$ cat src/rtl/game_fsm.sv
// Top-level game flow controller: menu/start/play/pause/lose/win sequencing,
// frame-rate tick generation and a saturating win counter, all registered.
module game_fsm #(
    parameter int CLK_HZ          = 65_000_000,
    parameter int FPS             = 60,
    parameter int END_HOLD_FRAMES = 180
) (
    input  logic       clk,
    input  logic       rst_n,
    input  logic       btn_start,
    input  logic       btn_pause,
    input  logic       player_dead,
    input  logic       boss_dead,
    output logic [1:0] game_active,
    output logic       game_start,
    output logic       paused,
    output logic       frame_tick,
    output logic [3:0] rounds_won
);

    localparam int FRAME_TICKS = CLK_HZ / FPS;
    localparam int FC_W        = (FRAME_TICKS > 1) ? $clog2(FRAME_TICKS) : 1;
    localparam int HOLD_W      = (END_HOLD_FRAMES > 0) ? $clog2(END_HOLD_FRAMES + 1) : 1;

    typedef enum logic [2:0] {
        ST_MENU  = 3'd0,
        ST_START = 3'd1,
        ST_PLAY  = 3'd2,
        ST_PAUSE = 3'd3,
        ST_LOSE  = 3'd4,
        ST_WIN   = 3'd5
    } state_t;

    state_t            state_r;
    state_t            state_next_s;
    logic              start_q_r;
    logic              pause_q_r;
    logic              start_press_s;
    logic              pause_press_s;
    logic [FC_W-1:0]   frame_cnt_r;
    logic              frame_tick_r;
    logic [HOLD_W-1:0] hold_cnt_r;
    logic              end_state_s;
    logic              end_entry_s;
    logic              hold_done_s;
    logic              win_entry_s;
    logic [1:0]        active_r;
    logic              start_pulse_r;
    logic              paused_r;
    logic [3:0]        rounds_r;

    // Output decode of a state value; shared by the registered output path.
    function automatic logic [1:0] decode_active(input state_t st);
        logic [1:0] act;
        case (st)
            ST_PLAY: act = 2'd1;
            ST_LOSE: act = 2'd2;
            ST_WIN:  act = 2'd3;
            default: act = 2'd0;
        endcase
        return act;
    endfunction

    // Rising-edge detect on both keys.
    always_comb begin
        start_press_s = btn_start & ~start_q_r;
        pause_press_s = btn_pause & ~pause_q_r;
    end

    // Key history; reset to 1 so a key held through reset cannot fire.
    always_ff @(posedge clk) begin
        if (!rst_n) begin
            start_q_r <= 1'b1;
            pause_q_r <= 1'b1;
        end else begin
            start_q_r <= btn_start;
            pause_q_r <= btn_pause;
        end
    end

    // Free-running frame divider with registered one-cycle tick per wrap.
    always_ff @(posedge clk) begin
        if (!rst_n) begin
            frame_cnt_r  <= '0;
            frame_tick_r <= 1'b0;
        end else if (frame_cnt_r == FC_W'(FRAME_TICKS - 1)) begin
            frame_cnt_r  <= '0;
            frame_tick_r <= 1'b1;
        end else begin
            frame_cnt_r  <= frame_cnt_r + {{(FC_W-1){1'b0}}, 1'b1};
            frame_tick_r <= 1'b0;
        end
    end

    // End-screen bookkeeping: timeout fires on the tick that completes the hold.
    always_comb begin
        end_state_s = (state_r == ST_LOSE) || (state_r == ST_WIN);
        hold_done_s = frame_tick_r && (hold_cnt_r == HOLD_W'(END_HOLD_FRAMES - 1));
        end_entry_s = ((state_next_s == ST_LOSE) || (state_next_s == ST_WIN)) && !end_state_s;
        win_entry_s = (state_r == ST_PLAY) && (state_next_s == ST_WIN);
    end

    // Next-state logic; death outranks boss kill, which outranks pause.
    always_comb begin
        state_next_s = state_r;
        case (state_r)
            ST_MENU: begin
                if (start_press_s) begin
                    state_next_s = ST_START;
                end else begin
                    state_next_s = ST_MENU;
                end
            end
            ST_START: state_next_s = ST_PLAY;
            ST_PLAY: begin
                if (player_dead) begin
                    state_next_s = ST_LOSE;
                end else if (boss_dead) begin
                    state_next_s = ST_WIN;
                end else if (pause_press_s) begin
                    state_next_s = ST_PAUSE;
                end else begin
                    state_next_s = ST_PLAY;
                end
            end
            ST_PAUSE: begin
                if (pause_press_s) begin
                    state_next_s = ST_PLAY;
                end else begin
                    state_next_s = ST_PAUSE;
                end
            end
            ST_LOSE, ST_WIN: begin
                if (start_press_s) begin
                    state_next_s = ST_START;
                end else if (hold_done_s) begin
                    state_next_s = ST_MENU;
                end else begin
                    state_next_s = state_r;
                end
            end
            default: state_next_s = ST_MENU;
        endcase
    end

    // State register with outputs registered from the same next-state value.
    always_ff @(posedge clk) begin
        if (!rst_n) begin
            state_r       <= ST_MENU;
            active_r      <= 2'd0;
            start_pulse_r <= 1'b0;
            paused_r      <= 1'b0;
        end else begin
            state_r       <= state_next_s;
            active_r      <= decode_active(state_next_s);
            start_pulse_r <= (state_next_s == ST_START);
            paused_r      <= (state_next_s == ST_PAUSE);
        end
    end

    // Hold counter: cleared on entry, counts ticks while on an end screen.
    always_ff @(posedge clk) begin
        if (!rst_n) begin
            hold_cnt_r <= '0;
        end else if (end_entry_s) begin
            hold_cnt_r <= '0;
        end else if (end_state_s && frame_tick_r && (hold_cnt_r != HOLD_W'(END_HOLD_FRAMES))) begin
            hold_cnt_r <= hold_cnt_r + {{(HOLD_W-1){1'b0}}, 1'b1};
        end else begin
            hold_cnt_r <= hold_cnt_r;
        end
    end

    // Saturating win counter; survives new rounds, cleared only by reset.
    always_ff @(posedge clk) begin
        if (!rst_n) begin
            rounds_r <= 4'd0;
        end else if (win_entry_s && (rounds_r != 4'd15)) begin
            rounds_r <= rounds_r + 4'd1;
        end else begin
            rounds_r <= rounds_r;
        end
    end

    assign game_active = active_r;
    assign game_start  = start_pulse_r;
    assign paused      = paused_r;
    assign frame_tick  = frame_tick_r;
    assign rounds_won  = rounds_r;

endmodule

$ cat config.mk
export PLATFORM = sky130hd
export DESIGN_NAME = game_fsm
export DESIGN_NICKNAME = d
export VERILOG_FILES = /design/src/rtl/game_fsm.sv
export SDC_FILE = /design/constraint.sdc
export NUM_CORES = 1
export LEC_CHECK = 0
export BUFFER_PORTS_ARGS = -buffer_cell sky130_fd_sc_hd__buf_2
export CAP_MARGIN = 20
export CORE_MARGIN = 3
export CORE_UTILIZATION = 53
export CTS_CLUSTER_SIZE = 14
export DETAILED_ROUTE_END_ITERATION = 10
export PLACE_DENSITY = 0.82
export SLEW_MARGIN = 5
export SYNTH_ARGS = -nofsm -noshare
export SYNTH_HDL_FRONTEND = slang
export SYNTH_SLANG_ARGS = --single-unit
$ cat constraint.sdc
create_clock -name clk -period 1.5 [get_ports clk]
set_clock_uncertainty 0.1 [all_clocks]
set_input_delay 0.225 -clock clk [delete_from_list [all_inputs] [get_ports clk]]
set_output_delay 0.225 -clock clk [all_outputs]
set_load 0.05 [all_outputs]
==> metrics.md, run 1 <==
| Metric | Value |
|---|---|
| DRT Wirelength | 5612 um |
| Layout Nets | 308 |
| GRT Total Usage | 0.2392 |
| Reg2reg setup slack | -0.30 ns |
| Crit path launch type | flip-flop |
| Status | finished, violations left |
| Crit path kind | reg2reg |
| Hold_sp | rst_n |
| Smallest hold slack | 0.07610 ns |
| Setup crit start | frame_cnt_r[1] |
| Max Cap Viol | 0 |
| Synth-to-Final Area Change | 47.06% |
| Number of synthesized register bits | 43 |
| Met1 GRT Util | 0.2584 |
| DRC | 0 |
| Largest net degree at the start of global routing | 14 |
| Fin crit period | 1.796 ns |
| Detailed Routing Iterations Pass 1 | 4 |
| Ant diodes | 0 |
| Die height | 66.47 um |
| Final setup viols | 35 |
| Vias per std cell | 5.516 |
| Core Region | 3416 sq um |
| Yosys Warn Count | 0 |
| Final hold viol count | 0 |
| F_max | 556.7 MHz |
| Root Buffer | clkbuf_4 |
| Port Buffers | 14 |
| Routing usage on met2 | 0.4436 |
| VDD IR max | 728.7 uV |
| Vias in the first global route | 1795 |
| Total CTS buffers | 5 |
| CP max FO | 13 |
| Failing checks | negative setup slack |
| # fillers | 199 |
| Reg area | 890.9 sq um |
| Clk_lat worst skew | 0.37 ns |
| Post-synthesis average cell area | 8.614 sq um |
| CTS tree | yes |
| Gr ovfl total | 0 |
| Slew headroom | 0.7366 |
| Worst Max-Slew Pin Slew | 0.3915 ns |
| DP Worst Slack | -0.3271 ns |
| Worst EP required | 1.66 ns |
| Part of the Yosys area used for sequential elements | 0.4442 |
| RD Place Congestion | 0.8424 |
| Initial antenna violation count | 0 |
| Final Cycle Share | 1.198 |
| Die Area | 4418 sq um |
| RSZ-0062 raised after global routing | true |
| Unique masters post-synth | 35 |
| Final instance area | 2850 sq um |
| Die W | 66.47 um |
| Share of cells above drive strength 1 | 0.4276 |
| First-pass GRT wire length | 7962 um |
| Number of DRC violations after detailed-routing iteration 0 | 116 |
| Post-synthesis cell count | 225 |
| Placed Area | 2506 sq um |
| WHS Path Cells | 3 |
| GR peak layer | met2 |
| Area of the multi-input gates | 1255 sq um |
| Min-delay worst type | in2reg |
| Clock transition at path regs | 0.13 ns |
| WL/cell | 16.36 um |
| Vias | 1892 |
| Top Ports | 15 |
| Initial Utilization | 0.5674 |
| Post-route ant nets | 0 |
| Max-slew violations | 0 |
| Worst EP arrival | 1.95 ns |
| CTS sink cnt | 43 |
| Slack of the critical path | -0.2963 ns |
| Syn Nets | 236 |
| Final cell count without fillers | 343 |
| Worst R2R Start | frame_cnt_r[1] |
| Worst setup EP type | flip-flop |
| LEAKAGE | 1.090 nW |
| RR Endpoint | frame_cnt_r[15] |
| Post-DP HPWL | 3082 um |
| Hold endpoint | frame_tick |
| # rows | 21 |
| CTS max path bufs | 2 |
| Met3 Usage GRT | 0.04384 |
| Placed Cells | 331 |
| Cell Area, Synth | 1938 sq um |
| Power density cells | 716.9 nW/um^2 |
| Design Power | 2.043 mW |
| H-tree depth | 2 |
| R2R depth | 8 |
==> registers in the layout, summed over array words and instances (netlist names), 2 cells and up <==
register,flops
game_active,2
frame_cnt_r,21
state_r,3
hold_cnt_r,8
rounds_won,4
==> how the worst max path moves through the flow <==
stage	to	slack, ns
after floorplan	rounds_won[0]	-0.13
after CTS	frame_cnt_r[15]	-0.23
after global placement	frame_cnt_r[0]	-0.20
after global routing	frame_cnt_r[15]	-0.36
after detailed placement	frame_cnt_r[18]	-0.33
final	frame_cnt_r[15]	-0.30
==> critical path: stages, from the launching register on <==
cell	delay, ns
dfxtp_4	0.38
inv_1	0.09
ha_4	0.12
nand4b_1	0.14
nor4_4	0.32
nand3_2	0.19
nand2_4	0.15
buf_12	0.14
nor2_1	0.05
==> logic make-up (layout without fill, tap and decap cells) <==
| group | count (synthesis) | count (layout) | synth area share |
|---|---|---|---|
| AO/OA/AOI/OAI | 15 | 15 | 0.05164 |
| multiplexers | 4 | 4 | 0.02130 |
| AND/OR/NAND/NOR | 117 | 117 | 0.3015 |
| buffers and inverters | 15 | 87 | 0.03163 |
| flip-flops | 43 | 43 | 0.4442 |
| adder cells (fa/ha/maj) | 5 | 5 | 0.03228 |
| XOR/XNOR | 26 | 26 | 0.1175 |
==> power breakdown <==
| part | total, mW | switching [mW] | internal [mW] | leakage (nW) |
|---|---|---|---|---|
| sequential | 1.16 | 0.0137 | 1.15 | 0.355 |
| combinational | 0.164 | 0.0860 | 0.0779 | 0.697 |
| clock | 0.716 | 0.372 | 0.344 | 0.0383 |
==> layout make-up <==
cell class                      instances  area share
Clock inverter                          1     0.01054
Tap cell                               46     0.02019
Inverter                               10     0.01317
Clock buffer                            6     0.01449
Multi-Input combinational cell        167      0.4403
Timing Repair Buffer                   70      0.1888
Sequential cell                        43      0.3126
==> synthesized netlist by cell type <==
library cell,count,share of area
dfxtp_1,43,0.44
nor2_1,41,0.079
nand2_1,18,0.035
xnor2_1,16,0.072
nand3_1,13,0.034
inv_1,10,0.019
xor2_1,10,0.045
nor3_1,9,0.023
nand4_1,6,0.019
a21oi_1,5,0.013
and3_1,5,0.016
ha_1,5,0.032
buf_2,4,0.010
nor2b_1,4,0.013
nor4_1,4,0.013
mux2i_1,3,0.015
nand2b_1,3,0.0097
o21ai_0,3,0.0077
or3_1,3,0.0097
nand3b_1,2,0.0077
nand4b_1,2,0.0090
nor3b_1,2,0.0077
o21a_1,2,0.0077
a311oi_2,1,0.0077
a31oi_1,1,0.0032
and3b_1,1,0.0045
and4_1,1,0.0045
clkbuf_1,1,0.0019
mux2_2,1,0.0058
nor3b_2,1,0.0065
o211ai_1,1,0.0039
o311ai_1,1,0.0045
o31ai_1,1,0.0039
or4_1,1,0.0039
or4_4,1,0.0058
==> routing by layer <==
layer  vias up  wire length [um]
met4         0               172
met3        16               275
met1       903              2148
met2        60              3016
li1        913                 -
met5         -                 0
==> stage by stage <==
| stage | TNS, ns | utilization |
|---|---|---|
| final | -7.770 | 0.8344 |
| after global routing | -10.50 | 0.8344 |
| after CTS | -5.484 | 0.8026 |
| after detailed placement | -7.994 | 0.7337 |
| after global placement | -5.076 | 0.7337 |
| after floorplan | -2.044 | - |
==> repair_timing <==
action                                  in CTS  in global routing
buffers inserted                             4                  0
hold buffers                                 2                  0
hold endpoints to repair                     2                  0
endpoints found under the setup margin      33                 39
pin swaps                                   13                 12
gates resized for setup                     30                 24
==> layout by cell type (no fill, tap or decap), types with 3 or more instances in the layout <==
cell type and count:
xor2_1 10, and3_1 3, nor3_2 3, nor2_1 35
nand3_1 11, nand2_1 15, xnor2_2 3, dfxtp_4 6
nand4_1 6, clkbuf_4 5, buf_6 8, buf_2 14
buf_4 45, dfxtp_2 6, xnor2_1 13, nor3_1 6
inv_1 8, ha_4 3, dfxtp_1 31, nand2b_1 3
nor2b_1 3, mux2i_1 3, a21oi_1 3, nor2_2 4
(Power assumes the default switching activity.)
==> inputs of run 2 (changes only) <==
Settings changed: CORE_MARGIN 3 to 2, GPL_TIMING_DRIVEN from default to 0.
==> metrics.md, run 2 (synthesis gave the netlist of run 1 again) <==
| Metric | Value |
|---|---|
| Number of DRC violations after detailed-routing iteration 0 | 76 (-34%) |
| Status | finished, violations left |
| WHS Path Cells | 3 (unchanged) |
| Commonest cells after routing, fill and taps aside | 23 x nor2_1, 20 x dfxtp_1, 16 x xnor2_1 |
| Crit path launch type | flip-flop |
| Total CTS buffers | 5 (unchanged) |
| Min-delay worst type | in2reg |
| DRT Wirelength | 4788 um (-15%) |
| Initial antenna violation count | 0 (unchanged) |
| Max-slew violations | 0 (unchanged) |
| Die Area | 4156 sq um (-5.9%) |
| CTS max path bufs | 2 (unchanged) |
| Power density cells | 742.5 nW/um^2 (+3.6%) |
| Failing checks | negative setup slack |
| Detailed Routing Iterations Pass 1 | 4 (unchanged) |
| Gr ovfl total | 0 (unchanged) |
| Clock transition at path regs | 0.12 ns (about the same) |
| Slack of the critical path | -0.2371 ns (+0.05919 ns) |
| Internal | 1.442 mW (-8.3%) |
| Largest net degree at the start of global routing | 14 (unchanged) |
| Crit path kind | reg2reg |
| Worst EP required | 1.67 ns (about the same) |
| GRT Total Usage | 0.2167 (-0.02253) |
| Die height | 64.47 um (-3.0%) |
| RSZ-0062 raised after global routing | true |
| H-tree depth | 2 (unchanged) |
| Ant diodes | 0 (unchanged) |
| Fin crit period | 1.737 ns (-0.05919 ns) |
| Top Ports | 15 (unchanged) |
| Worst setup EP type | flip-flop |
| CTS sink cnt | 43 (unchanged) |
| Net switching power | 484.2 uW (+2.7%) |
| LEAKAGE | 0.8933 nW (-18%) |
| Vias in the first global route | 1607 (-10%) |
| Slew headroom | 0.6071 (-0.1295) |
| Layout Utilization | 0.7593 (-0.07509) |
| Port Buffers | 14 (unchanged) |
| CP max FO | 5 (-8) |
| Smallest hold slack | 0.02247 ns (-0.05363 ns) |
| Layout Nets | 272 (-12%) |
| Clk network pwr share | 0.317 (-0.033) |
| Final Cycle Share | 1.158 (-0.03946) |
| Largest register FFs | 21 (unchanged) |
| Core Region | 3416 sq um (unchanged) |
| Most common cell after layout, fill and taps aside | nor2_1 |
| F_max | 575.7 MHz (+3.4%) |
| Max Cap Viol | 0 (unchanged) |
| Combinational share of power | 0.078 (-0.002) |
| WL/cell | 15.55 um (-5.0%) |
| Worst EP arrival | 1.91 ns (-0.04 ns) |
| # rows | 21 (unchanged) |
| Placed Cells | 285 (-14%) |
| DRC | 0 (unchanged) |
| Design Power | 1.926 mW (-5.8%) |
| Vias | 1743 (-7.9%) |
| Vias per std cell | 5.659 (+2.6%) |
| Final hold viol count | 0 (unchanged) |
| Synth-to-Final Area Change | 33.83% |
| Final cell count without fillers | 308 (-10%) |
| Root Buffer | clkbuf_4 |
| Net Sw Frac | 0.2514 (+0.02072) |
| Final setup viols | 32 (-8.6%) |
| Initial Utilization | 0.5674 (unchanged) |
| R2R depth | 6 (-2) |
| First-pass GRT wire length | 6900 um (-13%) |
| Worst Max-Slew Pin Slew | 0.5894 ns (+0.1978 ns) |
| VDD IR max | 547.2 uV (-25%) |
| Register with the most flip-flops | frame_cnt_r |
| Post-DP HPWL | 2587 um (-16%) |
| DP Worst Slack | -0.3459 ns (-0.01874 ns) |
| Share of cells above drive strength 1 | 0.4160 (-0.01158) |
| Die W | 64.47 um (-3.0%) |
| RD Place Congestion | 0.8349 (-0.89%) |
| Clk_lat worst skew | 0.37 ns (about the same) |
| CTS tree | yes |
| Post-route ant nets | 0 (unchanged) |
| # fillers | 250 (+26%) |
| Reg power frac | 0.604 (+0.034) |
==> run 2: changes by cell type in the layout (fill, tap and decap cells not counted), sizes merged <==
cell and delta:
buf -38, clkbuf +3, clkinv +1, bufinv -1
==> run 2: layer usage <==
layer  global-route usage  wire, um  up-vias
met4               0.1011       129        0
met5                    0         0        -
met2               0.3750      2585       42
li1                     -         -      835
met1               0.2390      1895      853
met3              0.07292       178       13
==> run 2: power groups by stage <==
| stage | Sequential (mW) | Combinational, mW | Clock, mW |
|---|---|---|---|
| after floorplan | 1.20 | 0.0601 | 0 |
| after global placement | 1.19 | 0.0935 | 0 |
| after detailed placement | 1.19 | 0.0954 | 0 |
| after CTS | 1.16 | 0.114 | 0.613 |
| after global routing | 1.17 | 0.163 | 0.672 |
| final | 1.16 | 0.151 | 0.611 |
==> run 2: through the flow <==
stage               TNS (ns)  area (sq um)
floorplan             -2.044          2019
finish                -6.253          2594
CTS                   -5.465          2341
global placement      -5.755          2147
global route          -8.527          2594
detailed placement    -5.998          2147
==> run 2: final cells by class <==
cell class,count,area (sq um),area share
clock buffers,7,55.05,0.02123
clock inverters,1,5.005,0.001930
well taps,46,57.56,0.02219
repair buffers,30,215.2,0.08297
multi-input cells,167,1274,0.4911
inverters,10,40.04,0.01544
plain buffers,4,37.54,0.01447
flip-flops and latches,43,909.6,0.3507
==> run 2: repair_timing <==
| action | 4_1_cts | 5_1_grt |
|---|---|---|
| hold buffers | 2 | 0 |
| pin swaps | 8 | 17 |
| setup endpoints to repair | 31 | 41 |
| gates resized for setup | 19 | 63 |
| gates cloned | 0 | 2 |
| setup buffers | 7 | 5 |
| hold endpoints to repair | 2 | 0 |
==> run 2: worst paths after layout <==
path,start,end,slack [ns]
min reg2reg,frame_cnt_r[0],frame_cnt_r[0],0.40
max reg2reg,frame_cnt_r[18],frame_cnt_r[14],-0.24
min,rst_n,rounds_won[0],0.02
max,frame_cnt_r[18],frame_cnt_r[14],-0.24
==> run 2: worst max-delay path, cell delays in order, from the launching register on <==
cell and delay [ns]:
dfxtp_2 0.35, or4_4 0.54, nor4_4 0.16, nand3_2 0.16, nand2_4 0.14, buf_6 0.15, nor2_1 0.04
==> inputs of run 3 (changes only) <==
Settings changed: PLACE_DENSITY 0.82 to default, PLACE_DENSITY_LB_ADDON from default to 0.12.
==> metrics.md, run 3 (synthesis gave the netlist of run 1 again) <==
| Metric | Value |
|---|---|
| Worst EP required | 1.67 ns (about the same) |
| Final Cycle Share | 1.152 (-0.005845) |
| Worst EP arrival | 1.90 ns (about the same) |
| Clk_lat worst skew | 0.37 ns (about the same) |
| Core Region | 3416 sq um (unchanged) |
| WL/cell | 14.64 um (-5.8%) |
| Number of DRC violations after detailed-routing iteration 0 | 42 (-45%) |
| Reg2reg setup slack | -0.23 ns (about the same) |
| Largest net degree at the start of global routing | 15 (+1) |
| Port Buffers | 14 (unchanged) |
| Layout Nets | 279 (+2.6%) |
| Initial Utilization | 0.5674 (unchanged) |
| Top Ports | 15 (unchanged) |
| Net switching power | 484.6 uW (+0.10%) |
| CP max FO | 5 (unchanged) |
| Final instance area | 2613 sq um (+0.72%) |
| Vias in the first global route | 1580 (-1.7%) |
| Power density cells | 780.4 nW/um^2 (+5.1%) |
| VDD IR max | 513.9 uV (-6.1%) |
| Placed Area | 2147 sq um (unchanged) |
| CP max stage cell | or4_4 |
| Max-slew violations | 0 (unchanged) |
| Final hold viol count | 0 (unchanged) |
| Share of cells above drive strength 1 | 0.3792 (-0.03685) |
| Register with the most flip-flops | frame_cnt_r |
| R2R depth | 6 (unchanged) |
| Slew headroom | 0.6561 (+0.04899) |
| Ant diodes | 0 (unchanged) |
| Setup crit start | frame_cnt_r[18] |
| Synth-to-Final Area Change | 34.80% |
| Internal | 1.554 mW (+7.8%) |
| CTS tree | yes |
| Clk network pwr share | 0.365 (+0.048) |
| LEAKAGE | 0.9373 nW (+4.9%) |
| Worst R2R Start | frame_cnt_r[18] |
| Max Cap Viol | 0 (unchanged) |
| Combinational share of power | 0.064 (-0.014) |
| Crit path kind | reg2reg |
| Status | finished, violations left |
| RSZ-0062 raised after global routing | true |
| Clock transition at path regs | 0.13 ns (about the same) |
| CTS sink cnt | 43 (unchanged) |
| Total CTS buffers | 5 (unchanged) |
| Reg power frac | 0.570 (-0.034) |
| H-tree depth | 2 (unchanged) |
| Failing checks | negative setup slack |
| Crit path launch type | flip-flop |
| Largest register FFs | 21 (unchanged) |
| Worst setup EP type | flip-flop |
| GRT Total Usage | 0.2135 (-0.003175) |
| Post-Route Setup TNS | -6.222 ns (+0.03029 ns) |
| Initial antenna violation count | 0 (unchanged) |
| Detailed Routing Iterations Pass 1 | 4 (unchanged) |
| CP peak stage delay | 0.54 ns (about the same) |
| Die Area | 4156 sq um (unchanged) |
| Min-delay worst type | in2reg |
| Gr ovfl total | 0 (unchanged) |
| F_max | 578.6 MHz (+0.51%) |
| RD Place Congestion | 0.8196 (-1.8%) |
| CTS max path bufs | 2 (unchanged) |
| Worst path cell trace | or4_4 -> nor4_4 -> nand3_2 -> nand2_4 -> buf_6 -> nor2_2 |
| Slack of the critical path | -0.2284 ns (+0.008768 ns) |
| Die height | 64.47 um (unchanged) |
| First-pass GRT wire length | 6920 um (+0.29%) |
| Worst Max-Slew Pin Slew | 0.5159 ns (-0.07349 ns) |
| DRC | 0 (unchanged) |
| Vias | 1740 (-0.17%) |
| Final setup viols | 36 (+13%) |
| # rows | 21 (unchanged) |
| DRT Wirelength | 4613 um (-3.7%) |
| Fin crit period | 1.728 ns (-0.008768 ns) |
| Post-DP HPWL | 2583 um (-0.19%) |
| Critical Path End | frame_cnt_r[9] |
| Most common cell after layout, fill and taps aside | nor2_1 |
| DP Worst Slack | -0.3302 ns (+0.01571 ns) |
| Post-route ant nets | 0 (unchanged) |
| RR Endpoint | frame_cnt_r[9] |
| Commonest cells after routing, fill and taps aside | 30 x nor2_1, 27 x dfxtp_1, 18 x buf_4 |
| Die W | 64.47 um (unchanged) |
| Net Sw Frac | 0.2377 (-0.01371) |
| Vias per std cell | 5.524 (-2.4%) |
| Root Buffer | clkbuf_4 |
-- run 3: worst min path at each step --
stage / start / end / slack, ns / cells after the start
3_5_place_dp: btn_start / start_q_r / 0.32 / 2
3_3_place_gp: btn_pause / pause_q_r / 0.32 / 2
4_1_cts: rst_n / rounds_won[0] / 0.009 / 3
6_report: rst_n / rounds_won[0] / 0.03 / 3
5_1_grt: rst_n / rounds_won[0] / 0.01 / 3
2_1_floorplan: btn_pause / pause_q_r / 0.23 / 1
-- run 3: area by class of cell --
cell class	instances	area, sq um
flip-flops and latches	43	900.9
plain buffers	4	37.54
inverters	10	37.54
clock buffers	5	37.54
well taps	46	57.56
fillers	245	803.3
clock inverters	3	43.79
repair buffers	37	261.5
multi-input cells	167	1236
-- run 3: per-layer routing --
layer / up-vias / part of all wire / track usage
met5: - / 0 / 0
met4: 0 / 0.023 / 0.1037
met3: 14 / 0.038 / 0.06424
met2: 42 / 0.53 / 0.3737
met1: 835 / 0.41 / 0.2351
li1: 849 / - / -
-- run 3: power by group through the flow --
stage               logic [mW]  clock network, mW  registers (mW)
global placement        0.0942                  0            1.19
CTS                      0.107              0.763            1.16
finish                   0.131              0.745            1.16
floorplan               0.0601                  0            1.20
detailed placement      0.0945                  0            1.19
global route             0.143              0.803            1.17
-- run 3: worst max-delay path: cells and delay by family (launching register included) --
family	cells	cell delay, ns
buffers and inverters	1	0.15
DFF	1	0.35
and+or+nand+nor	5	1.04
-- run 3: metrics by stage --
step / power (mW) / hold slack, ns / instances / util
3_5_place_dp: 1.289 / 0.3212 / 285 / 0.6286
3_3_place_gp: 1.289 / 0.3193 / 285 / 0.6286
5_1_grt: 2.112 / 0.01159 / 315 / 0.7648
2_1_floorplan: 1.261 / 0.2265 / 225 / -
6_report: 2.039 / 0.02509 / 315 / 0.7648
4_1_cts: 2.035 / 0.008765 / 305 / 0.6956
-- run 3: repair_timing --
item,in CTS,in global routing
pin swaps,7,11
endpoints found under the hold margin,2,0
gates cloned,0,1
endpoints found under the setup margin,31,40
hold buffers,2,0
gates resized for setup,16,44
setup buffers,11,9
